File: src/rtl/tile_render_sched_pkg.sv
// Shared render definitions: tile geometry, tile-index width and scheduler FSM encoding.
// Used by tile_render_sched, tile_grid_cnt and the tile renderer.
package tile_render_sched_pkg;

  localparam int unsigned TileSize  = 16;  // tile edge in pixels
  localparam int unsigned TileShift = 4;   // log2(TileSize)
  localparam int unsigned TileIdxW  = 8;   // tile-map entry width
  localparam int unsigned TileAddrW = 19;  // tile pixel-store address width
  localparam int unsigned PixW      = 10;  // destination pixel coordinate width
  localparam int unsigned MapAddrW  = 11;  // tile-map address width
  localparam int unsigned GridW     = PixW - TileShift;  // col/row width so that *16 fits PixW

  typedef enum logic [2:0] {
    StIdle,
    StFetch,
    StLatch,
    StIssue,
    StWait,
    StNext,
    StFin
  } sched_state_e;

  // Each tile occupies 256 bytes of pixel store; address wraps mod 2^19.
  function automatic logic [TileAddrW-1:0] tile_src_addr(input logic [TileAddrW-1:0] base,
                                                         input logic [TileIdxW-1:0]  idx);
    return base + TileAddrW'({idx, 8'b0});
  endfunction

endpackage

File: src/rtl/tile_grid_cnt.sv
// Tile grid walker: col/row position and the matching linear tile-map address.
// Ports:
//   clk, rst   - clock, synchronous active-high reset
//   clear      - restart at tile (0,0)
//   step       - advance one tile in raster order
//   col, row   - current tile coordinates
//   map_addr   - row*COLS+col, kept incrementally
//   last       - current tile is the final tile of the frame
module tile_grid_cnt
  import tile_render_sched_pkg::*;
#(
  parameter int unsigned COLS = 40,
  parameter int unsigned ROWS = 30
) (
  input  logic                clk,
  input  logic                rst,
  input  logic                clear,
  input  logic                step,
  output logic [GridW-1:0]    col,
  output logic [GridW-1:0]    row,
  output logic [MapAddrW-1:0] map_addr,
  output logic                last
);

  if (COLS * ROWS > 2048) begin : gen_bad_map_size
    $error("COLS*ROWS must not exceed 2048");
  end
  if (COLS > 64 || ROWS > 64) begin : gen_bad_grid
    $error("COLS and ROWS must keep col*16/row*16 within 10 bits");
  end

  localparam logic [GridW-1:0] ColLast = GridW'(COLS - 1);
  localparam logic [GridW-1:0] RowLast = GridW'(ROWS - 1);

  logic col_last;
  assign col_last = (col == ColLast);
  assign last     = col_last && (row == RowLast);

  always_ff @(posedge clk) begin
    if (rst || clear) begin
      col      <= '0;
      row      <= '0;
      map_addr <= '0;
    end else if (step) begin
      if (col_last) begin
        col <= '0;
        row <= row + 1'b1;
      end else begin
        col <= col + 1'b1;
      end
      // Raster order makes the linear address a plain increment.
      map_addr <= map_addr + 1'b1;
    end
  end

endmodule

File: src/rtl/tile_render_sched.sv
// Frame scheduler: walks the tile map in raster order and launches one renderer job per
// nonempty tile, waiting for each job to finish before moving on.
// Ports:
//   clk, rst                      - clock, synchronous active-high reset
//   start                         - request one frame (ignored while busy)
//   busy, done                    - frame in progress / one-cycle frame-end pulse
//   map_addr, map_data            - tile-map read port, data one cycle after address
//   rt_tile_addr, rt_top, rt_left - job parameters, stable from launch until next LATCH
//   rt_start, rt_done             - job launch pulse / job complete pulse
module tile_render_sched
  import tile_render_sched_pkg::*;
#(
  parameter int unsigned          COLS      = 40,
  parameter int unsigned          ROWS      = 30,
  parameter logic [TileAddrW-1:0] TILE_BASE = 19'd0
) (
  input  logic                 clk,
  input  logic                 rst,
  input  logic                 start,
  output logic                 busy,
  output logic                 done,
  output logic [MapAddrW-1:0]  map_addr,
  input  logic [TileIdxW-1:0]  map_data,
  output logic [TileAddrW-1:0] rt_tile_addr,
  output logic [PixW-1:0]      rt_top,
  output logic [PixW-1:0]      rt_left,
  output logic                 rt_start,
  input  logic                 rt_done
);

  sched_state_e state_q, state_d;

  logic             clear, step, last, load;
  logic [GridW-1:0] col, row;

  tile_grid_cnt #(
    .COLS(COLS),
    .ROWS(ROWS)
  ) u_grid (
    .clk     (clk),
    .rst     (rst),
    .clear   (clear),
    .step    (step),
    .col     (col),
    .row     (row),
    .map_addr(map_addr),
    .last    (last)
  );

  assign clear = (state_q == StIdle) && start;
  assign step  = (state_q == StNext) && !last;

  always_comb begin
    state_d = state_q;
    load    = 1'b0;
    unique case (state_q)
      StIdle:  if (start) state_d = StFetch;
      StFetch: state_d = StLatch;  // covers tile-map read latency
      StLatch: begin
        if (map_data == '0) begin
          state_d = StNext;  // empty tile, nothing to render
        end else begin
          load    = 1'b1;
          state_d = StIssue;
        end
      end
      StIssue: state_d = StWait;
      StWait:  if (rt_done) state_d = StNext;
      StNext:  state_d = last ? StFin : StFetch;
      StFin:   state_d = StIdle;
      default: state_d = StIdle;
    endcase
  end

  always_ff @(posedge clk) begin
    if (rst) begin
      state_q <= StIdle;
    end else begin
      state_q <= state_d;
    end
  end

  always_ff @(posedge clk) begin
    if (rst) begin
      rt_tile_addr <= '0;
      rt_top       <= '0;
      rt_left      <= '0;
    end else if (load) begin
      rt_tile_addr <= tile_src_addr(TILE_BASE, map_data);
      rt_top       <= {row, TileShift'(0)};
      rt_left      <= {col, TileShift'(0)};
    end
  end

  assign busy     = (state_q != StIdle);
  assign done     = (state_q == StFin);
  assign rt_start = (state_q == StIssue);

endmodule

File: config.mk
export PLATFORM = sky130hd
export DESIGN_NAME = tile_render_sched
export DESIGN_NICKNAME = d
export VERILOG_FILES = /design/src/rtl/tile_render_sched_pkg.sv /design/src/rtl/tile_grid_cnt.sv /design/src/rtl/tile_render_sched.sv
export SDC_FILE = /design/constraint.sdc
export NUM_CORES = 1
export LEC_CHECK = 0
export ABC_AREA = 1
export ABC_CLOCK_PERIOD_IN_PS = 2150
export CAP_MARGIN = 30
export CORE_MARGIN = 4
export CORE_UTILIZATION = 40
export DETAILED_ROUTE_END_ITERATION = 10
export GPL_TIMING_DRIVEN = 0
export PLACE_DENSITY = 0.77
export RECOVER_POWER = 50
export SYNTH_ARGS = -nofsm -noshare
export SYNTH_HDL_FRONTEND = slang
export SYNTH_SLANG_ARGS = --single-unit
File: constraint.sdc
create_clock -name clk -period 2.15 [get_ports clk]
set_input_delay 0.43 -clock clk [delete_from_list [all_inputs] [get_ports clk]]
set_output_delay 0.43 -clock clk [all_outputs]
set_load 0.02 [all_outputs]
==> results of run 1 <==
## area by class of cell
class	instances	area share, %
Multi-Input combinational cell	253	39.7
Sequential cell	46	29.7
Timing Repair Buffer	45	14.5
Buffer	27	6.01
Inverter	34	4.11
Tap cell	75	3.02
Clock buffer	7	2.78
Clock inverter	1	0.161
## Yosys cell counts
library cell	count	share of area (%)
sky130_fd_sc_hd__o21ai_2	1	0.36
sky130_fd_sc_hd__o21ai_4	1	0.67
sky130_fd_sc_hd__a21oi_4	1	0.67
sky130_fd_sc_hd__o21ai_0	26	5.3
sky130_fd_sc_hd__nand3_1	15	3.1
sky130_fd_sc_hd__buf_4	20	6.1
sky130_fd_sc_hd__nor2_4	1	0.46
sky130_fd_sc_hd__nand4_1	6	1.5
sky130_fd_sc_hd__buf_8	1	0.61
sky130_fd_sc_hd__nor2_8	1	0.82
sky130_fd_sc_hd__nand2_4	2	0.92
sky130_fd_sc_hd__xor2_1	6	2.2
sky130_fd_sc_hd__inv_2	5	0.77
sky130_fd_sc_hd__nor2_1	64	9.8
sky130_fd_sc_hd__xnor2_1	2	0.72
sky130_fd_sc_hd__conb_1	1	0.15
sky130_fd_sc_hd__nand2_2	4	1.0
sky130_fd_sc_hd__nand2_1	70	11
sky130_fd_sc_hd__buf_1	1	0.15
sky130_fd_sc_hd__a21oi_2	6	2.2
sky130_fd_sc_hd__ha_1	4	2.0
sky130_fd_sc_hd__a21oi_1	15	3.1
sky130_fd_sc_hd__o22ai_1	1	0.26
sky130_fd_sc_hd__a31oi_1	1	0.26
sky130_fd_sc_hd__nand3_2	4	1.6
sky130_fd_sc_hd__nand3_4	1	0.72
sky130_fd_sc_hd__buf_2	3	0.61
sky130_fd_sc_hd__clkbuf_1	2	0.31
sky130_fd_sc_hd__inv_1	29	4.5
sky130_fd_sc_hd__a21boi_0	1	0.31
sky130_fd_sc_hd__nand3b_1	1	0.31
sky130_fd_sc_hd__dfxtp_1	46	38
## power by group through the flow
stage | Sequential, mW | Combinational, mW | Clock (mW)
2_1_floorplan | 0.999 | 0.208 | 0
3_3_place_gp | 0.948 | 0.407 | 0
3_5_place_dp | 0.951 | 0.412 | 0
4_1_cts | 0.930 | 0.413 | 0.553
5_1_grt | 0.936 | 0.441 | 0.592
6_report | 0.928 | 0.397 | 0.537
## metrics by stage
step                      setup slack, ns  instance area (sq um)
after global placement              0.299                   3050
after CTS                          0.0862                   3150
final                              0.0924                   3100
after global routing               0.0114                   3100
after floorplan                     0.690                   2510
after detailed placement            0.239                   3050
## cell families after synthesis
logic type | Yosys count | synth area share, %
AO/OA/AOI/OAI | 53 | 13.1
XOR/XNOR | 8 | 2.87
adder cells (fa/ha/maj) | 4 | 2.05
buffers and inverters | 61 | 13.1
flip-flops | 46 | 37.7
other | 1 | 0.154
AND/OR/NAND/NOR | 169 | 31.1
## flip-flops by register name (all words and copies together) (netlist names)
name and flops:
u_grid.map_addr 11, rt_tile_addr 8, rt_left 6, rt_top 6, u_grid.col 6, u_grid.row 6
state_q 3
## path summary, 6_finish.rpt
check                                       from               end  slack [ns]  depth (start not counted)
worst max-delay path                  state_q[1]          rt_start        0.09                          5
worst min-delay path            rt_tile_addr[11]  rt_tile_addr[11]        0.47                          2
worst max register to register     u_grid.col[0]     u_grid.col[2]        0.22                          7
worst min register to register  rt_tile_addr[11]  rt_tile_addr[11]        0.47                          2
## per-layer routing
layer  global-route usage [%]  wire length, um  vias to the layer above
met5                        0                0                        -
li1                         -                -                     1185
met4                     4.75               55                        0
met3                     3.94              435                        5
met1                     18.9             2410                      986
met2                     27.6             2610                       74
## worst register-to-register path, delay by kind of cell (launching register included)
kind	cells	cell delay [ns]
buf+inv	1	0.45
compound gates	2	0.39
flops	1	0.38
simple gates	3	0.38
fa+ha+maj	1	0.26
==> results.md, run 1 <==
- The run finished with clean final reports.
- The total instance count after detailed placement is 480.
- Gates resized during post-CTS repair numbered 0.
- After layout, the design draws a total of 1.86 mW.
- No sink is reached through more buffers than the 2 on the longest clock path.
- The headroom to the max-slew limit is 64.9%.
- The total congestion overflow after global routing is 0.
- The ratio of cells with drive above 1 in the final layout is 11.9%.
- After synthesis the cells add up to 2440 sq um.
- Detailed placement ended at an HPWL of 4110 um.
- The detailed router finished its first iteration with 119 violations.
- The routed wire length per instance is 11.3 um.
- Traced cell by cell, the critical path runs through inv_1 -> nor2_1 -> nand2_1 -> inv_1 -> clkdlybuf4s50_1.
- The delay of the slowest critical-path stage is 0.59 ns.
- Summing over every cut layer, the via total after detailed routing is 2,250.
- The tool flagged a number of max-cap violations equal to 0.
- The die covers 7420 sq um.
- Setup repair after global routing left no endpoint under its margin.
- The final net count is 428.
- Synthesis produced 342 cells.
- For this run, the register share of the synthesized area comes to 37.7%.
- The number of I/O pins is 65.
- The worst hold path belongs to the class register to register.
- The area used by multi-input combinational logic is 1230 sq um.
- The count of pins over their slew limit is 0.
- The synthesis-to-finish area growth is 27.1%.
- The number of antenna violations at the first check in global routing was 0.
- After routing, the total negative slack on setup checks comes to 0 ns.
- The worst path uses 95.7% of the clock period.
- The number of clock buffers inserted by TritonCTS is 5.
- Based on the critical path, the design can be clocked at up to 486 MHz.
- The final core area utilization is 52.4%.
- Net switching is 28.9% of the power.
- The category of the worst setup path capture point is an output pin.
- For this run, the number of Yosys warnings is 0.
- The highest-delay cell along the critical path is sky130_fd_sc_hd__clkdlybuf4s50_1.
- After clock tree synthesis, the clock-pin slew on the worst setup and hold paths is 0.08 ns.
- In this run the worst path has a maximum fanout of 5.
- For the final database, setup skew stands at 0.00528 ns.
- In this run, the combinational gates consume 21.3% of the power.
- The congestion estimate from routability-driven global placement came to 0.827.
- The worst setup path is of the register to output pin kind.
- The worst setup path is launched from a register.
- The starting density of the core is 41.3%.
- The finished layout holds 488 standard cells, fillers aside.
- Hold is met by 0.467 ns.
- The cell leakage power is 1.33 nW.
- The time the final worst path needs with I/O delays and setup is 2.06 ns.
- The per-instance average area after synthesis is 7.14 sq um.
- The total global routing track utilization is 15.8%.
- The die span in y is 86.1 um.
- The remaining routing DRC violations is 0.
- After detailed routing, the total wire length is 5510 um.
- The routed via count divided by cell count is 4.61.
- Port buffering added 45 buffers.
- The number of routed nets with antenna violations is 0.
- Among the stages of the critical path, the cell type that occurs most often is sky130_fd_sc_hd__inv_1.
- The H-tree generated during clock tree synthesis spans 2 levels.
- The number of buffer and inverter instances along the worst setup path is 3.
- The CTS tree is yes.
- The die boundary width is 86.1 um.
- The number of setup buffers added after CTS is 0.
- The internal portion of the total power is 1.32 mW.
- Entering global routing, the biggest net connects 14 pins.
- The number of clock sinks seen by CTS is 46.
- The area occupied by registers is 921 sq um.
- The first TritonRoute pass finished after 4 iterations.
- The hold-fix buffer count after cts is 0.
- The register bit count reported by yosys is 46.
- At the pin with the least slew margin, the transition time is 0.526 ns.
- The net switching component of the power is 538 uW.
- The number of filler cells placed in the layout is 563.
- The power per cell area is 600 nW/um^2.
- The later pin in the worst-skew pair is clocked with a latency of 0.30 ns.
- The global-route wire length before repair is 9540 um.
- Broken down by cell family, the worst path's largest delay share belongs to buffers and inverters.
- The number of different library cells used by synthesis comes to 32.
- Sequential cells burn 49.8% of the power.
- The number of cell rows is 28.
- The final hold violation count came to 0.
- The number of global-route vias before repair is 2,187.
- The total setup violations reported at the end of the flow is 0.
- In the layout the commonest cells are sky130_fd_sc_hd__nand2_1 (72), sky130_fd_sc_hd__nor2_1 (64), sky130_fd_sc_hd__dfxtp_1 (46).
- For the worst setup path, the data arrival time is 1.63 ns.
- The root cell of the clock tree is sky130_fd_sc_hd__clkbuf_8.
- In this run, the clock network consumes 28.8% of the power.
- STA puts the critical path data required time at 1.72 ns.
- The maximum vdd drop is 0.000263 V.
- The most common cell after layout, fill and taps aside is sky130_fd_sc_hd__nand2_1.
- The total core area is 5920 sq um.
- The final antenna diode count is 0.
Power figures use the tool's default switching activity.
==> run 2: changes to the inputs <==
ABC_AREA = not set   (was 1)
CTS_BUF_LIST = sky130_fd_sc_hd__clkbuf_4 sky130_fd_sc_hd__clkbuf_8 sky130_fd_sc_hd__clkbuf_16   (was not set)
PLACE_DENSITY = 0.78   (was 0.77)
==> results.md, run 2 <==
- The run finished with clean final reports.
- The power per cell area is 561 nW/um^2.
- Once detailed placement completed, the half-perimeter wirelength came to 3580 um.
- The number of port buffers is 44.
- For the final routed database, the setup TNS stands at 0 ns.
- The number of filler cells placed in the layout is 480.
- Setup violations remaining at the end of the flow were counted as 0.
- Across the VDD grid, the largest voltage drop is 0.000402 V.
- After synthesis, the largest area contributor takes up 41.1% of total cell area.
- The instance count of the mapped netlist is 253.
- The routed wire length per instance is 12.2 um.
- The starting density of the core is 42.5%.
- The root cell of the clock tree is sky130_fd_sc_hd__clkbuf_8.
- The part of the total power dissipated in sequential elements is 53.0%.
- In this run the static leakage power is 1.22 nW.
- The final cycle utilization of the critical path is 94.6%.
- STA classifies the critical path endpoint as a register.
- The ratio of cells with drive above 1 in the final layout is 13.3%.
- The clock drives 46 sinks.
- The flip-flop count of the largest register after layout is 11.
- The register bit count reported by yosys is 46.
- In this run, the number of DRC markers left after iteration 0 of detailed routing was 49.
- Across all register-to-register paths, the minimum setup slack is 0.12 ns.
- TritonCTS built the clock tree.
- In this run the vertical extent of the chip is 82.8 um.
- Summing the sequential cell areas from Yosys gives 41.1% of the chip area.
- The floorplan has 26 rows.
- 65 I/O pins were placed.
- Detailed routing inserted a total of 1,922 vias.
- The post-detailed-routing wire length is 4800 um.
- The number of distinct standard cells referenced by the synthesized netlist is 39.
- The analysis attributes to net switching a power of 416 uW.
- Measured in cells, the most critical reg-to-reg path has a length of 6.
- The floorplan step set the die width to 82.8 um.
- Clock tree synthesis inserted a total of 5 buffers.
- The highest clock frequency the design can meet is 492 MHz.
- The number of maximum-capacitance constraint violations is 0.
- Setup repair after global routing left no endpoint under its margin.
- The dominant cell type by area after synthesis is sky130_fd_sc_hd__dfxtp_1.
- In the synthesized netlist the dominant register cell turns out to be sky130_fd_sc_hd__dfxtp_1.
- The register clock-pin slew on the reported worst setup and hold paths is 0.08 ns.
- The worst hold endpoint is rt_tile_addr[11].
- In this run the mean area of a mapped cell was 8.85 sq um.
- The final core area utilization is 55.8%.
- More flip-flops sit in one register than any other, and that register is u_grid.map_addr.
- By area the synthesized netlist is led by sky130_fd_sc_hd__dfxtp_1 (41%), sky130_fd_sc_hd__mux2i_1 (9.8%), sky130_fd_sc_hd__buf_4 (6.4%), sky130_fd_sc_hd__nor2_1 (4.2%), sky130_fd_sc_hd__a21oi_1 (4.0%).
- Counting instances, the worst hold path has a depth of 2.
- Entering global routing, the biggest net connects 14 pins.
- The first global-routing pass estimated 8020 um of wire.
- The startpoint of the lowest-slack register-to-register path is u_grid.col[0].
- In the final layout, the registers with the most flip-flops are u_grid.map_addr (11), rt_tile_addr (8).
- The clock tree synthesis step divided the H-tree into 2 levels.
- The critical path in this run is classified as register to register.
- The startpoint identified for the worst hold timing path is rst.
- From synthesis to final layout, the design area changed by 31.5%.
- Yosys printed 0 warnings.
- The post-synthesis instance area is 2240 sq um.
- The required time at the worst-slack endpoint is 2.39 ns.
- The total global routing track utilization is 13.9%.
- After detailed routing, the number of vias per cell comes to 4.89.
- The clock reaches the later pin of the worst-skew pair after 0.30 ns.
- Leaving out fill and tap cells, the most frequent cells in the layout are sky130_fd_sc_hd__dfxtp_1 (46), sky130_fd_sc_hd__dlygate4sd3_1 (32), sky130_fd_sc_hd__nor2_1 (25).
- In this run, post-CTS hold repair placed 0 buffers.
- The area of the die is 6860 sq um.
- The total iterations of the first detailed-routing run is 4.
- In this run the critical register-to-register path is captured at u_grid.row[4].
- The final hold violation count is 0.
- Of all nets on the critical path, the largest fanout is 9.
- OpenSTA, run right after detailed placement, puts the worst setup slack at -0.385 ns.
- The internal power is 1.23 mW.
- In the post-synthesis netlist, the cell with the most instances is sky130_fd_sc_hd__dfxtp_1.
- The clock skew after layout is 0.00705 ns.
- The worst path needs 2.03 ns of the cycle, external delays included.
- Once routing completed, OpenROAD measured the worst setup slack at 0.116 ns.
- The congestion estimate from routability-driven global placement came to 0.821.
- The total core area is 5270 sq um.
- The clock passes through at most 2 buffers.
- For this run, asynchronously set or reset flops after synthesis account for 0%.
- Once detail routing completed, the nets flagged for antenna violations numbered 0.
- The classification of the worst-slack hold path is input pin to register.
- The proportion of power drawn by combinational gates is 13.6%.
- STA classifies the critical path startpoint as a register.
- In this run the worst setup path begins at u_grid.col[0].
- Data on the critical path arrives at its endpoint at 2.27 ns.
- The clock network is responsible for 33.5% of the overall power.
- The most common cell after layout, fill and taps aside is sky130_fd_sc_hd__dfxtp_1.
- The count of flip-flops with a built-in enable after synthesis is 0.
- The switching share of total power is 25.2%.
- The total overflow left after global routing is 0.
- The count of pins over their slew limit is 0.
- The number of global-route vias before repair is 1,763.
- The final antenna diode count is 0.
- Ranked by instance count, the synthesized netlist is headed by sky130_fd_sc_hd__dfxtp_1 (46), sky130_fd_sc_hd__nor2_1 (25), sky130_fd_sc_hd__mux2i_1 (22).
- The final net count is 338.
- The number of antenna violations at the first check in global routing was 0.
- The remaining routing DRC violations is 0.
-- run 2: what timing repair did --
item | 4_1_cts | 5_1_grt
gates resized for setup | 3 | 3
setup buffers | 0 | 1
hold endpoints to repair | 0 | 0
pin swaps | 0 | 1
gates cloned | 0 | 0
setup endpoints to repair | 15 | 15
-- run 2: how the worst max path moves through the flow --
stage,endpoint,cells after the start
final,u_grid.row[4],6
after global routing,u_grid.row[4],6
after CTS,busy,3
after detailed placement,u_grid.row[2],6
after global placement,u_grid.row[4],6
after floorplan,u_grid.row[4],6
-- run 2: power by group through the flow --
stage | logic [mW] | clock network [mW] | registers [mW]
2_1_floorplan | 0.149 | 0 | 0.903
3_3_place_gp | 0.224 | 0 | 0.893
3_5_place_dp | 0.227 | 0 | 0.893
4_1_cts | 0.230 | 0.571 | 0.874
5_1_grt | 0.243 | 0.598 | 0.875
6_report | 0.224 | 0.552 | 0.874
-- run 2: per-layer routing --
| metal | global-route usage, % | part of all wire (%) | vias up |
|---|---|---|---|
| met3 | 4.36 | 6.0 | 7 |
| met5 | 0 | 0 | - |
| met2 | 21.9 | 45 | 55 |
| li1 | - | - | 1009 |
| met4 | 4.90 | 1.4 | 0 |
| met1 | 17.9 | 47 | 851 |
-- run 2: area by class of cell --
cell class / count / area [sq um] / area share (%)
plain buffers: 31 / 198 / 6.72
clock buffers: 7 / 90.1 / 3.06
clock inverters: 1 / 5.00 / 0.170
inverters: 6 / 22.5 / 0.765
multi-input cells: 187 / 1180 / 40.0
flip-flops and latches: 46 / 921 / 31.3
well taps: 70 / 87.6 / 2.98
repair buffers: 45 / 443 / 15.1
-- run 2: critical path: stages (launching register included) --
cell and delay (ns):
sky130_fd_sc_hd__dfxtp_1 0.41, sky130_fd_sc_hd__ha_1 0.26, sky130_fd_sc_hd__nand4bb_4 0.15, sky130_fd_sc_hd__or3_1 0.36
sky130_fd_sc_hd__buf_2 0.17, sky130_fd_sc_hd__or4_1 0.47, sky130_fd_sc_hd__a21oi_1 0.14
-- run 2: cells by family after synthesis --
kind of cell,synth area share (%)
simple gates,24.8
flops,41.1
compound gates,11.0
buf+inv,10.0
mux,9.84
fa+ha+maj,2.24
xor+xnor,0.783
other cells,0.168
-- run 2: stage by stage --
| step | hold WS [ns] | total power [mW] | std cells | area [sq um] |
|---|---|---|---|---|
| final | 0.484 | 1.65 | 393 | 2940 |
| after floorplan | 0.451 | 1.05 | 271 | 2310 |
| after global placement | 0.458 | 1.12 | 385 | 2830 |
| after detailed placement | 0.468 | 1.12 | 385 | 2830 |
| after CTS | 0.474 | 1.67 | 393 | 2950 |
| after global routing | 0.488 | 1.72 | 393 | 2940 |
==> run 3: changes to the inputs <==
ABC_CLOCK_PERIOD_IN_PS = 2500   (was 2150)
clock period = 2.5 ns   (was 2.15 ns; I/O delays follow)
==> results.md, run 3 (synthesis results as in run 2) <==
- Port buffering added 44 buffers.
- STA classifies the critical path endpoint as an output pin.
- The final net count is 338.
- Entering global routing, the biggest net connects 14 pins.
- The worst pin sits at a relative slew slack of 58.3%.
- In the final layout, the registers with the most flip-flops are u_grid.map_addr (11), rt_tile_addr (8).
- The number of routed nets with antenna violations is 0.
- Clock tree synthesis inserted a total of 5 buffers.
- The area of the die is 6860 sq um.
- For this block, the routed nets add up to 4800 um of wire.
- Dividing the detail-routed wire length by the instance count gives 12.2 um.
- The final hold violation count is 0.
- The worst register-to-register path begins at u_grid.col[0].
- Setup violations remaining at the end of the flow were counted as 0.
- After layout, the design draws a total of 1.42 mW.
- The path with the worst hold slack has its endpoint at rt_tile_addr[11].
- The starting density of the core is 42.5%.
- The routed layout has 1,930 vias.
- After detailed routing, the number of vias per cell comes to 4.91.
- The synthesis-to-finish area growth is 30.6%.
- For the pin with the worst max-slew slack, the measured transition is 0.621 ns.
- The library cells used most frequently in the layout, excluding fill and tap cells, are sky130_fd_sc_hd__dfxtp_1 (46), sky130_fd_sc_hd__dlygate4sd3_1 (33), sky130_fd_sc_hd__nor2_1 (25).
- For the worst setup path, the data required time is 2.00 ns.
- The time the final worst path needs with I/O delays and setup is 2.27 ns.
- The worst hold path begins at rt_tile_addr[11].
- The largest register by flop count is u_grid.map_addr.
- The die boundary width is 82.8 um.
- In this run the register-to-register setup slack is 0.33 ns.
- The first global-routing pass estimated 7940 um of wire.
- The clock reaches the later pin of the worst-skew pair after 0.30 ns.
- TritonCTS built the clock tree.
- Setup repair after global routing left no endpoint under its margin.
- Max-cap violations in this run came to 0.
- The number of global-route vias before repair is 1,755.
- The flow ran to the end, and the final reports show no timing, DRC or antenna violations.
- In this run the deepest clock path goes through 2 buffers.
- The count of pins over their slew limit was 0.
- The post-DP HPWL is 3580 um.
- The classification of the worst-slack hold path is register to register.
- The final antenna diode count is 0.
- STA puts the critical path data arrival time at 1.77 ns.
- Along the worst path, the maximum fanout reaches 10.
- The cell leakage power is 1.17 nW.
- The remaining routing DRC violations is 0.
- In this run the post-CTS setup repair buffer count came out at 0.
- For this run, the detailed router's first-pass iteration total came to 4.
- The number of I/O pins is 65.
- The first routing iteration left 85 violations.
- STA classifies the critical path startpoint as a register.
- The weighted congestion reported at the end of routability-driven placement is 0.821.
- The start-to-end type of the worst setup path is register to output pin.
- The number of antenna violations at the first check in global routing is 0.
- The root cell of the clock tree is sky130_fd_sc_hd__clkbuf_8.
- The highest clock frequency the design can meet is 440 MHz.
- The power per cell area is 486 nW/um^2.
- The clock skew after layout is 0.00532 ns.
- The count of cells along the worst register-to-register path is 7.
- Summed over all layers, the global routing overflow is 0.
- CTS saw 46 sinks.
- Row generation in the floorplan step produced 26 rows.
- Leaving out fill and tap cells, the most frequent cell in the layout is sky130_fd_sc_hd__dfxtp_1.
- After layout, the worst path uses 90.8% of the clock period.
- The post-route netlist has 13.0% of its cells at a drive strength greater than 1.
- The H-tree was split into 2 levels.
- After clock tree synthesis, the clock-pin slew on the worst setup and hold paths is 0.08 ns.
- In this run the critical register-to-register path is captured at u_grid.map_addr[0].
- Setup total negative slack on the finished layout was measured at 0 ns.
- The register with the most flip-flops in the layout has 11 of them.
- From bottom edge to top edge, the die measures 82.8 um.
- IR analysis of the VDD net gives a maximum drop of 0.000347 V.
- In the global route stage, overall resource usage came out at 13.8%.
- The total core area is 5270 sq um.
- The worst hold path depth is 2.
run 3: how the worst max path moves through the flow:
stage | startpoint | to | slack [ns] | cells after the start
2_1_floorplan | u_grid.col[0] | u_grid.row[4] | 0.64 | 6
3_3_place_gp | start | u_grid.row[4] | -0.06 | 6
3_5_place_dp | start | u_grid.row[2] | -0.11 | 6
4_1_cts | start | u_grid.map_addr[0] | 0.20 | 6
5_1_grt | start | u_grid.map_addr[0] | 0.12 | 6
6_report | state_q[1] | done | 0.23 | 3
run 3: timing repair:
item,CTS,global route
setup endpoints to repair,0,10
gates resized for setup,0,1
hold buffers,0,0
run 3: final cells by class:
type,count,area [sq um]
buffer,32,200
clock buffer,7,90.1
clock inverter,1,5.00
fill,482,2350
inverter,6,22.5
multi-input combinational,187,1160
sequential,46,921
tap,70,87.6
timing repair buffer,44,440
run 3: metrics by stage:
step / instance area (sq um) / worst slack, ns / instances / hold WS, ns / utilization [%]
final: 2920 / 0.229 / 393 / 0.484 / 55.5
after global routing: 2920 / 0.119 / 393 / 0.488 / 55.5
after CTS: 2930 / 0.197 / 393 / 0.482 / 55.6
after detailed placement: 2830 / -0.105 / 385 / 0.468 / 53.8
after global placement: 2830 / -0.0600 / 385 / 0.458 / 53.8
after floorplan: 2310 / 0.643 / 271 / 0.451 / -
run 3: power by group:
part	switching (mW)	internal, mW
Clock	0.242	0.234
Sequential	0.00815	0.743
Combinational	0.109	0.0854
run 3: critical path, stage by stage (launching register included):
cell,delay [ns]
sky130_fd_sc_hd__dfxtp_1,0.37
sky130_fd_sc_hd__clkbuf_1,0.29
sky130_fd_sc_hd__and3_1,0.21
sky130_fd_sc_hd__clkdlybuf4s50_1,0.60
run 3: per-layer routing:
metal | routed length (um) | vias to the layer above | GRT usage, % | part of all wire, %
met3 | 338 | 7 | 4.36 | 7.0
met5 | 0 | - | 0 | 0
met1 | 2250 | 856 | 17.7 | 47
met4 | 67 | 0 | 4.90 | 1.4
met2 | 2150 | 58 | 21.7 | 45
li1 | - | 1009 | - | -
